--- src/rtl/packet_rr_scheduler.sv ---
// packet_rr_scheduler: per-master round-robin ownership FSMs that drive the one-hot crossbar grant matrix
module packet_rr_scheduler #(
  parameter int S_DATA_COUNT = 5,
  parameter int M_DATA_COUNT = 3,
  parameter int T_ID___WIDTH = $clog2(S_DATA_COUNT),
  parameter int T_DEST_WIDTH = $clog2(M_DATA_COUNT)
) (
  input  logic                                 clk,
  input  logic                                 rst,
  input  logic [T_DEST_WIDTH*S_DATA_COUNT-1:0] s_dest_i,
  input  logic [S_DATA_COUNT-1:0]              s_valid_i,
  input  logic [S_DATA_COUNT-1:0]              s_last_i,
  output logic [S_DATA_COUNT-1:0]              s_ready_o,
  input  logic [M_DATA_COUNT-1:0]              m_ready_i,
  output logic [M_DATA_COUNT-1:0]              m_valid_o,
  output logic [M_DATA_COUNT-1:0]              m_last_o,
  output logic [T_ID___WIDTH*M_DATA_COUNT-1:0] m_id_o,
  output logic [S_DATA_COUNT*M_DATA_COUNT-1:0] grant_o
);
  typedef enum logic {IDLE, BUSY} state_t;
  state_t state_q [M_DATA_COUNT];
  state_t state_d [M_DATA_COUNT];
  logic [M_DATA_COUNT-1:0][T_ID___WIDTH-1:0] owner_q, owner_d, ptr_q, ptr_d;
  logic [M_DATA_COUNT-1:0][S_DATA_COUNT-1:0] req;
  logic [M_DATA_COUNT-1:0] done;
  logic [S_DATA_COUNT-1:0] owned;
  always_comb begin
    owned = '0;
    for (int j = 0; j < M_DATA_COUNT; j++)
      if (state_q[j] == BUSY) owned[owner_q[j]] = 1'b1;
  end
  // A slave already owning a master cannot request another, so no grant row ever holds two ones
  always_comb begin
    req = '0;
    for (int j = 0; j < M_DATA_COUNT; j++)
      for (int i = 0; i < S_DATA_COUNT; i++)
        req[j][i] = s_valid_i[i] && !owned[i] &&
                    s_dest_i[i*T_DEST_WIDTH +: T_DEST_WIDTH] == T_DEST_WIDTH'(j);
  end
  always_comb begin
    done = '0;
    for (int j = 0; j < M_DATA_COUNT; j++)
      done[j] = state_q[j] == BUSY && m_ready_i[j] &&
                s_valid_i[owner_q[j]] && s_last_i[owner_q[j]];
  end
  // Scanning downward lets the nearest requester at or above ptr win the last overwrite
  always_comb begin
    for (int j = 0; j < M_DATA_COUNT; j++) begin
      state_d[j] = state_q[j];
      owner_d[j] = owner_q[j];
      ptr_d[j]   = ptr_q[j];
      if (state_q[j] == IDLE) begin
        for (int k = S_DATA_COUNT - 1; k >= 0; k--)
          if (req[j][(int'(ptr_q[j]) + k) % S_DATA_COUNT]) begin
            state_d[j] = BUSY;
            owner_d[j] = T_ID___WIDTH'((int'(ptr_q[j]) + k) % S_DATA_COUNT);
          end
      end else if (done[j]) begin
        state_d[j] = IDLE;
        ptr_d[j]   = owner_q[j] == T_ID___WIDTH'(S_DATA_COUNT - 1) ? '0 : owner_q[j] + 1'b1;
      end
    end
  end
  always_comb begin
    grant_o   = '0;
    m_valid_o = '0;
    m_last_o  = '0;
    m_id_o    = '0;
    s_ready_o = '0;
    for (int j = 0; j < M_DATA_COUNT; j++)
      if (state_q[j] == BUSY) begin
        grant_o[j*S_DATA_COUNT + int'(owner_q[j])] = 1'b1;
        m_valid_o[j]                               = s_valid_i[owner_q[j]];
        m_last_o[j]                                = s_last_i[owner_q[j]];
        m_id_o[j*T_ID___WIDTH +: T_ID___WIDTH]     = owner_q[j];
        s_ready_o[owner_q[j]]                      = m_ready_i[j];
      end
  end
  always_ff @(posedge clk)
    for (int j = 0; j < M_DATA_COUNT; j++) begin
      state_q[j] <= rst ? IDLE : state_d[j];
      owner_q[j] <= rst ? '0 : owner_d[j];
      ptr_q[j]   <= rst ? '0 : ptr_d[j];
    end
endmodule

--- config.mk ---
export PLATFORM = sky130hd
export DESIGN_NAME = packet_rr_scheduler
export DESIGN_NICKNAME = d
export VERILOG_FILES = /design/src/rtl/packet_rr_scheduler.sv
export SDC_FILE = /design/constraint.sdc
export NUM_CORES = 1
export LEC_CHECK = 0
export BUFFER_PORTS_ARGS = -buffer_cell sky130_fd_sc_hd__buf_2
export CORE_AREA = 2 2 131 101
export CTS_BUF_LIST = sky130_fd_sc_hd__clkbuf_16
export CTS_CLUSTER_SIZE = 25
export DETAILED_ROUTE_END_ITERATION = 12
export DIE_AREA = 0 0 133 103
export GPL_ROUTABILITY_DRIVEN = 0
export PLACE_DENSITY = 0.68
export SLEW_MARGIN = 20
export SYNTH_ARGS = -nofsm -noshare
export SYNTH_HDL_FRONTEND = slang
export SYNTH_SLANG_ARGS = --single-unit
--- constraint.sdc ---
create_clock -name clk -period 5.35 [get_ports clk]
set_input_delay 1.07 -clock clk [delete_from_list [all_inputs] [get_ports clk]]
set_output_delay 1.07 -clock clk [all_outputs]
set_load 0.05 [all_outputs]
==> results_dict.tcl, run 1 <==
set metrics [dict create \
    grt_setup_unrepaired "false" \
    antenna_left 0 \
    clk_pin_slew_worst_paths_ns 0.07 \
    cts.sinks 21 \
    hpwl_um 14100 \
    cpMaxStageDelayCell "dfxtp_1" \
    async_flop_share 0 \
    netlist_area_um2 6110 \
    drv_slew 0 \
    crit_path_max_fanout 10 \
    synth-edff-count 0 \
    grt_start_max_net_pins 24 \
    period_needed_ns 4.43 \
    die_width_um 133 \
    clock_tree.root_cell "clkbuf_16" \
    ys_top_cells_by_count "75 x ha_1, 74 x nand2_1, 66 x nor2_1" \
    fillerInstances 1269 \
    fin_util 0.527 \
    max_slew.worst_pin.slew_ns 1.16 \
    area_growth_pct 8.41 \
    crit_chain "inv_1, ha_1, inv_1, ha_1, inv_1, ha_1, inv_1, ha_1, nor2b_1, o21ai_0, o211ai_1, mux2_2, a2111o_1, and2_4, a41o_4, a211o_1, a21oi_2" \
    core-area_um2 12600 \
    port_buffers 59 \
    synth.distinct_cells 89 \
    ios 60 \
    routed_wl_um 18100 \
    post-route-period-util 0.828 \
    fin_hold_ws_ns 0.587 \
    cts.path.max_buffers 2 \
    required_ns 5.55 \
    firstDrtPassIters 6 \
    gr-total-overflow 0 \
    crit_buf_inv 4 \
    fmax_mhz 226 \
    fin_tns_setup_ns 0 \
    nets 993 \
    routedWlPerCell_um 17.0 \
    cts_hold_buf 0 \
    synth_top_cell_area_share 0.153 \
    cts_setup_buffers 0 \
    rows 36 \
    arrival_ns 4.63 \
    setup_violations 0 \
    cts_max_level 1 \
    synth-seq-area-share 0.0688 \
    first_global_vias 5528 \
    synthCells 854 \
    grt_pass1_wl_um 28900 \
    startpoint_type "flip-flop" \
    yosys.area.top_type "ha_1" \
    drive_gt1_frac 0.140 \
    power.density_nw_per_um2 351 \
    via_per_inst 6.21 \
    numCtsBuffers 3 \
    ys_ff_latch 21 \
    synthFlopType "dfxtp_1" \
    die_h_um 103 \
    start_util 0.486 \
    syn_nets 954 \
    syn_avg_cell_area_um2 7.16 \
    crit_type "reg2reg" \
    hold_path_class "reg2reg" \
    maxCapViolations 0 \
    cpPeakStageDelay_ns 0.52 \
    dr.first_iter.drc_count 653 \
    status "complete, no violations" \
    antenna_found_initial 0 \
    peakVddDrop_uv 298 \
    synth.most_common_cell "ha_1" \
    relSlewSlack 0.226 \
    die_area_um2 13700 \
    fin_skew_ns 0.00866 \
    path_delay_family "compound AO/OA/AOI/OAI gates" \
    drc_errors 0 \
    r2r_slack_ns 0.92 \
    n_antenna_cell 0 \
    synth.yosys.warnings 0 \
    vias 6602 \
    final-hold-violation-count 0 \
    cts_tree "yes" \
    cp-end-kind "flip-flop" \
    clk_latency_ns 0.26 \
    synth_area_leaders "ha_1 15%, dfxtp_1 6.9%, mux2i_1 5.9%" \
    post_cts_resized 0 \
    grt_use_total 0.255 \
    cellLeakagePower_nw 2.75 \
]
[path summary, 6_finish.rpt]
check,from,endpoint,cells after the start
worst max-delay path,ptr_q[1],owner_q[2],17
worst max register to register,ptr_q[1],owner_q[2],17
worst min register to register,state_q[0][2],state_q[0][2],2
worst min-delay path,state_q[0][2],state_q[0][2],2
[cells in the final DEF, fill, tap and decap left out, types with 16 or more instances in the layout]
cell type and instances:
nand3_1 27, nor3_1 26, nor2_1 66, a21oi_1 65
ha_1 75, o21ai_0 54, buf_2 59, mux2i_1 36
xnor2_1 18, inv_1 54, nand2_1 74, o211ai_1 16
dfxtp_1 21, nand2b_1 20
[state kept, by name (all words and copies together), names as in the netlist]
signal	flops
state_q	3
ptr_q	9
owner_q	9
[per-layer routing]
| metal | track usage | vias to the layer above | routed length [µm] |
|---|---|---|---|
| li1 | - | 3254 | - |
| met1 | 0.405 | 3041 | 9400 |
| met4 | 0.0430 | 0 | 172 |
| met2 | 0.361 | 289 | 7020 |
| met3 | 0.0344 | 18 | 1510 |
| met5 | 0 | - | 0 |
[final cells by class]
type                       instances  area (µm²)  share of cell area
clock inverter                     1        5.00            0.000755
timing repair buffer              74         408              0.0615
inverter                          57         214              0.0323
tap                              171         214              0.0323
multi-input combinational        736        5290               0.798
clock buffer                       3        75.1              0.0113
sequential                        21         420              0.0634
[where the power goes]
group          internal [mW]  switching (mW)  leakage [nW]
clock                  0.101          0.0665        0.0409
sequential             0.205           0.175         0.172
combinational          0.666            1.11          2.53
[metrics by stage]
stage / total power, mW / instance area [µm²] / instances / worst slack, ns
4_1_cts: 2.29 / 6630 / 1063 / 0.939
5_1_grt: 2.51 / 6630 / 1063 / 0.607
3_5_place_dp: 2.12 / 6550 / 1059 / 0.957
6_report: 2.33 / 6630 / 1063 / 0.918
3_3_place_gp: 2.11 / 6550 / 1059 / 1.08
2_1_floorplan: 1.76 / 6110 / 854 / 0.570
[worst register-to-register path, cell delays in order, from the launching register on]
cell	delay, ns
dfxtp_1	0.52
inv_1	0.25
ha_1	0.29
inv_1	0.08
ha_1	0.29
inv_1	0.12
ha_1	0.14
inv_1	0.04
ha_1	0.26
nor2b_1	0.13
o21ai_0	0.13
o211ai_1	0.45
mux2_2	0.39
a2111o_1	0.42
and2_4	0.19
a41o_4	0.30
a211o_1	0.25
a21oi_2	0.11
[cell families (layout without fill, tap and decap cells)]
| group | after synthesis | count (layout) | synth area share |
|---|---|---|---|
| xor gates and xnor gates | 22 | 22 | 0.0327 |
| AOI/OAI and AO/OA | 259 | 259 | 0.286 |
| and+or+nand+nor | 328 | 328 | 0.297 |
| DFF | 21 | 21 | 0.0688 |
| buffers and inverters | 97 | 135 | 0.0657 |
| muxes | 52 | 52 | 0.0958 |
| adders and majority gates | 75 | 75 | 0.153 |
No activity file was read; power rests on OpenSTA's default activity.
==> inputs of run 2 (changes only) <==
--- a/config.mk
+++ b/config.mk
@@ -12,7 +12,7 @@
 export DETAILED_ROUTE_END_ITERATION = 12
 export DIE_AREA = 0 0 133 103
 export GPL_ROUTABILITY_DRIVEN = 0
-export PLACE_DENSITY = 0.68
+export PLACE_DENSITY = 0.71
 export SLEW_MARGIN = 20
 export SYNTH_ARGS = -nofsm -noshare
 export SYNTH_HDL_FRONTEND = slang
==> constraint.sdc (replaced) <==
create_clock -name clk -period 3.9 [get_ports clk]
set_input_delay 0.78 -clock clk [delete_from_list [all_inputs] [get_ports clk]]
set_output_delay 0.78 -clock clk [all_outputs]
set_load 0.05 [all_outputs]
==> run 2 against run 1 <==
  * Clock-buffer cell count did not move
  * Via count increased by 5.4%
  * Largest cell class unchanged
  * Fmax rose by 17%
  * Die area unchanged
  * First-iteration DRC count fell by 2.5%
  * Hold slack lost 0.037 ns
  * Core utilization increased by 4.4 points
  * Wire length rose by 8.0%
==> results_dict.tcl, run 2 (synthesis gave the netlist of run 1 again) <==
set metrics [dict create \
    die_area_um2 13700 \
    period_needed_ns 3.80 \
    final-hold-violation-count 0 \
    antenna_left 0 \
    grt_use_total 0.271 \
    startpoint_type "flip-flop" \
    cts_tree "yes" \
    gr-total-overflow 0 \
    design_area_um2 7180 \
    hold_path_class "reg2reg" \
    final_common_cell "nand2_1" \
    area_growth_pct 17.4 \
    cts.path.max_buffers 2 \
    total_power_mw 3.44 \
    hpwl_um 14700 \
    relSlewSlack 0.489 \
    final_cell_mix "74 x nand2_1, 68 x ha_1, 66 x nor2_1, 65 x a21oi_1, 60 x buf_4" \
    crit_chain "inv_1, ha_2, inv_2, ha_4, inv_1, ha_1, inv_1, ha_1, nor2b_2, o21ai_1, o211ai_1, buf_4, mux2_2, a2111o_1, and2_4, a41o_4, a211o_1, a21oi_2" \
    crit_path_frequent_cell "inv_1" \
    antenna_found_initial 0 \
    cpPeakStageDelay_ns 0.44 \
    rows 36 \
    dpl.cell_count 1099 \
    setup_violations 0 \
    stdcell_count 1109 \
    fin_ws_ns 0.100 \
    cts_max_level 1 \
    cts.sinks 21 \
    routedWlPerCell_um 17.6 \
    ios 60 \
    clk_pin_slew_worst_paths_ns 0.07 \
    routed_wl_um 19600 \
    die_width_um 133 \
    maxCapViolations 0 \
    largestRegisters "owner_q: 9 flops, ptr_q: 9 flops, state_q: 3 flops" \
    cp-end-kind "flip-flop" \
    clk_latency_ns 0.26 \
    required_ns 4.10 \
    first_global_vias 5909 \
    fmax_mhz 263 \
    clock_tree.root_cell "clkbuf_16" \
    fin_hold_ws_ns 0.551 \
    vias 6956 \
    fillerInstances 1176 \
    firstDrtPassIters 8 \
    cpMaxStageDelayCell "a2111o_1" \
    pre_cts_slack_ns 0.125 \
    cts_hold_buf 0 \
    dr.first_iter.drc_count 637 \
    die_h_um 103 \
    drc_errors 0 \
    nets 1039 \
    n_antenna_cell 0 \
    via_per_inst 6.27 \
    start_util 0.486 \
    port_buffers 59 \
    fin_skew_ns 0.00358 \
    crit_path_max_fanout 6 \
    max_slew.worst_pin.slew_ns 0.761 \
    peakVddDrop_uv 517 \
    cellLeakagePower_nw 3.00 \
    drv_slew 0 \
    crit_type "reg2reg" \
    grt_pass1_wl_um 30700 \
    power.density_nw_per_um2 479 \
    arrival_ns 4.00 \
    core-area_um2 12600 \
    placed_area_um2 6890 \
    post-route-period-util 0.974 \
    drive_gt1_frac 0.217 \
    grt_start_max_net_pins 21 \
    status "complete, no violations" \
    numCtsBuffers 3 \
]
run 2: cell types whose count changed in the layout (fill, tap and decap cells not counted), sizes merged:
cell    before  now
buf         74  120
clkinv       2    1
inv         56   57
run 2: layer usage:
metal  wire length (µm)  up-vias  global-route usage
met5                  0        -                   0
met4                196        0              0.0488
met3               1610       23              0.0329
met2               8050      347               0.392
met1               9690     3233               0.426
li1                   -     3353                   -
run 2: critical path: cells and delay by family, from the launching register on:
kind | cells | cell delay [ns]
and+or+nand+nor | 2 | 0.31
DFF | 1 | 0.34
muxes | 1 | 0.33
adders and majority gates | 4 | 0.87
AOI/OAI and AO/OA | 6 | 1.43
buffers and inverters | 5 | 0.44
run 2: timing repair:
action | 4_1_cts | 5_1_grt
endpoints found under the setup margin | 0 | 7
setup buffers | 0 | 6
resized for setup | 0 | 32
run 2: power breakdown:
group          internal [mW]  switching, mW
Sequential             0.282          0.200
Combinational           1.06           1.67
Clock                  0.137         0.0957
run 2: final cells by class:
cell class                 count  area [µm²]  share of cell area
clock buffer                   3        75.1              0.0105
multi-input combinational    736        5480               0.764
timing repair buffer         120         757               0.105
inverter                      57         218              0.0303
tap                          171         214              0.0298
sequential                    21         428              0.0596
clock inverter                 1        3.75            0.000523
run 2: worst paths after layout:
kind / start / to / slack (ns) / cells past startpoint
worst max-delay path: ptr_q[0] / owner_q[2] / 0.10 / 18
worst min-delay path: owner_q[5] / owner_q[5] / 0.55 / 2
worst max register to register: ptr_q[0] / owner_q[2] / 0.10 / 18
worst min register to register: owner_q[5] / owner_q[5] / 0.55 / 2
run 2: per-stage QoR:
stage | util | TNS [ns]
global route | 0.571 | -0.141
CTS | 0.555 | 0
global placement | 0.549 | 0
finish | 0.571 | 0
detailed placement | 0.549 | 0
floorplan | - | 0
==> inputs of run 3 (changes only) <==
==> constraint.sdc (replaced) <==
create_clock -name clk -period 3.9 [get_ports clk]
set_input_delay 0.585 -clock clk [delete_from_list [all_inputs] [get_ports clk]]
set_output_delay 0.585 -clock clk [all_outputs]
set_load 0.05 [all_outputs]
==> run 3 against run 2 <==
  * Wire length decreased by 2.1%
  * Clock-buffer cell count unchanged
  * Clock skew decreased by 0.0012 ns
  * Critical endpoint unchanged
  * Largest cell class unchanged
==> results_dict.tcl, run 3 (synthesis gave the netlist of run 1 again) <==
set metrics [dict create \
    status "complete, no violations" \
    peakVddDrop_uv 513 \
    r2r-start "ptr_q[0]" \
    power.density_nw_per_um2 473 \
    die_area_um2 13700 \
    worstHoldStart "state_q[0][2]" \
    rows 36 \
    routed_wl_um 19100 \
    grt_start_max_net_pins 21 \
    routedWlPerCell_um 17.3 \
    crit_path_max_fanout 6 \
    worst_r2r_path_depth 16 \
    drive_gt1_frac 0.217 \
    max_slew.worst_pin.slew_ns 0.731 \
    setup_violations 0 \
    nets 1038 \
    area_growth_pct 17.0 \
    period_needed_ns 3.76 \
    clock_tree.root_cell "clkbuf_16" \
    ios 60 \
    final_common_cell "nand2_1" \
    die_h_um 103 \
    first_global_vias 5919 \
    cts_tree "yes" \
    dr.first_iter.drc_count 577 \
    gr-total-overflow 0 \
    fin_hold_ws_ns 0.571 \
    cts.path.max_buffers 2 \
    grt_pass1_wl_um 30600 \
    die_width_um 133 \
    dpl.cell_count 1097 \
    stdcell_count 1108 \
    crit_type "reg2reg" \
    fmax_mhz 266 \
    port_buffers 59 \
    cts.sinks 21 \
    cp-end-kind "flip-flop" \
    cellLeakagePower_nw 2.99 \
    firstDrtPassIters 5 \
    hpwl_um 14700 \
    cts_max_level 1 \
    n_antenna_cell 0 \
    final_cell_mix "74 x nand2_1, 67 x ha_1, 66 x nor2_1, 64 x a21oi_1" \
    reg2reg_to "owner_q[2]" \
    r2r_slack_ns 0.14 \
    final-hold-violation-count 0 \
    endpoint "owner_q[2]" \
    fin_util 0.569 \
    setup.worst_path.start "ptr_q[0]" \
    numCtsBuffers 3 \
    hold_path_class "reg2reg" \
    clk_pin_slew_worst_paths_ns 0.07 \
    required_ns 4.10 \
    antenna_found_initial 0 \
    vias 6881 \
    fin_skew_ns 0.00242 \
    drv_slew 0 \
    design_area_um2 7150 \
    placed_area_um2 6880 \
    startpoint_type "flip-flop" \
    clk_latency_ns 0.26 \
    via_per_inst 6.21 \
    start_util 0.486 \
    cts_hold_buf 0 \
    relSlewSlack 0.506 \
    post-route-period-util 0.963 \
    core-area_um2 12600 \
    drc_errors 0 \
    maxCapViolations 0 \
    largestRegisters "owner_q: 9 flops, ptr_q: 9 flops, state_q: 3 flops" \
    arrival_ns 3.95 \
    grt_use_total 0.268 \
    antenna_left 0 \
]
## run 3: per-stage QoR
step                      worst slack [ns]  setup TNS [ns]  total power, mW
after floorplan                    0.00209               0             2.43
after global routing              -0.00798        -0.00798             3.62
final                                0.144               0             3.38
after global placement               0.129               0             3.00
after CTS                           0.0415               0             3.26
after detailed placement            0.0649               0             3.02
## run 3: worst min-delay path by stage
| stage | end | slack, ns | cells past startpoint |
|---|---|---|---|
| 6_report | state_q[0][2] | 0.57 | 2 |
| 2_1_floorplan | state_q[0][2] | 0.50 | 2 |
| 3_5_place_dp | owner_q[5] | 0.54 | 2 |
| 4_1_cts | owner_q[5] | 0.56 | 2 |
| 5_1_grt | owner_q[5] | 0.61 | 2 |
| 3_3_place_gp | owner_q[5] | 0.52 | 2 |
## run 3: cell type report
class	count	area, µm²
clock inverter	1	3.75
inverter	57	218
timing repair buffer	119	749
fill	1186	5420
multi-input combinational	736	5460
tap	171	214
sequential	21	429
clock buffer	3	75.1
## run 3: worst max-delay path, stage by stage (launching register included)
cell and delay [ns]:
dfxtp_4 0.34, inv_1 0.07, ha_2 0.18, inv_2 0.05
ha_4 0.29, inv_2 0.05, ha_1 0.21, o31ai_1 0.43
o2111ai_1 0.17, o211ai_1 0.13, buf_4 0.18, mux2_2 0.32
a2111o_1 0.42, and2_4 0.19, a41o_4 0.30, a211o_1 0.24
a21oi_2 0.11
## run 3: layer usage
metal | track usage | part of all wire | up-vias
li1 | - | - | 3346
met1 | 0.424 | 0.51 | 3205
met2 | 0.386 | 0.40 | 306
met3 | 0.0339 | 0.084 | 24
met4 | 0.0447 | 0.014 | 0
met5 | 0 | 0 | -
## run 3: where the power goes
part           internal [mW]  switching (mW)
Combinational           1.02            1.64
Clock                  0.137          0.0931
Sequential             0.282           0.199
Total                   1.44            1.94
## run 3: repair_timing
item / in CTS / in global routing
setup endpoints to repair: 0 / 10
setup buffers: 0 / 7
resized for setup: 0 / 33
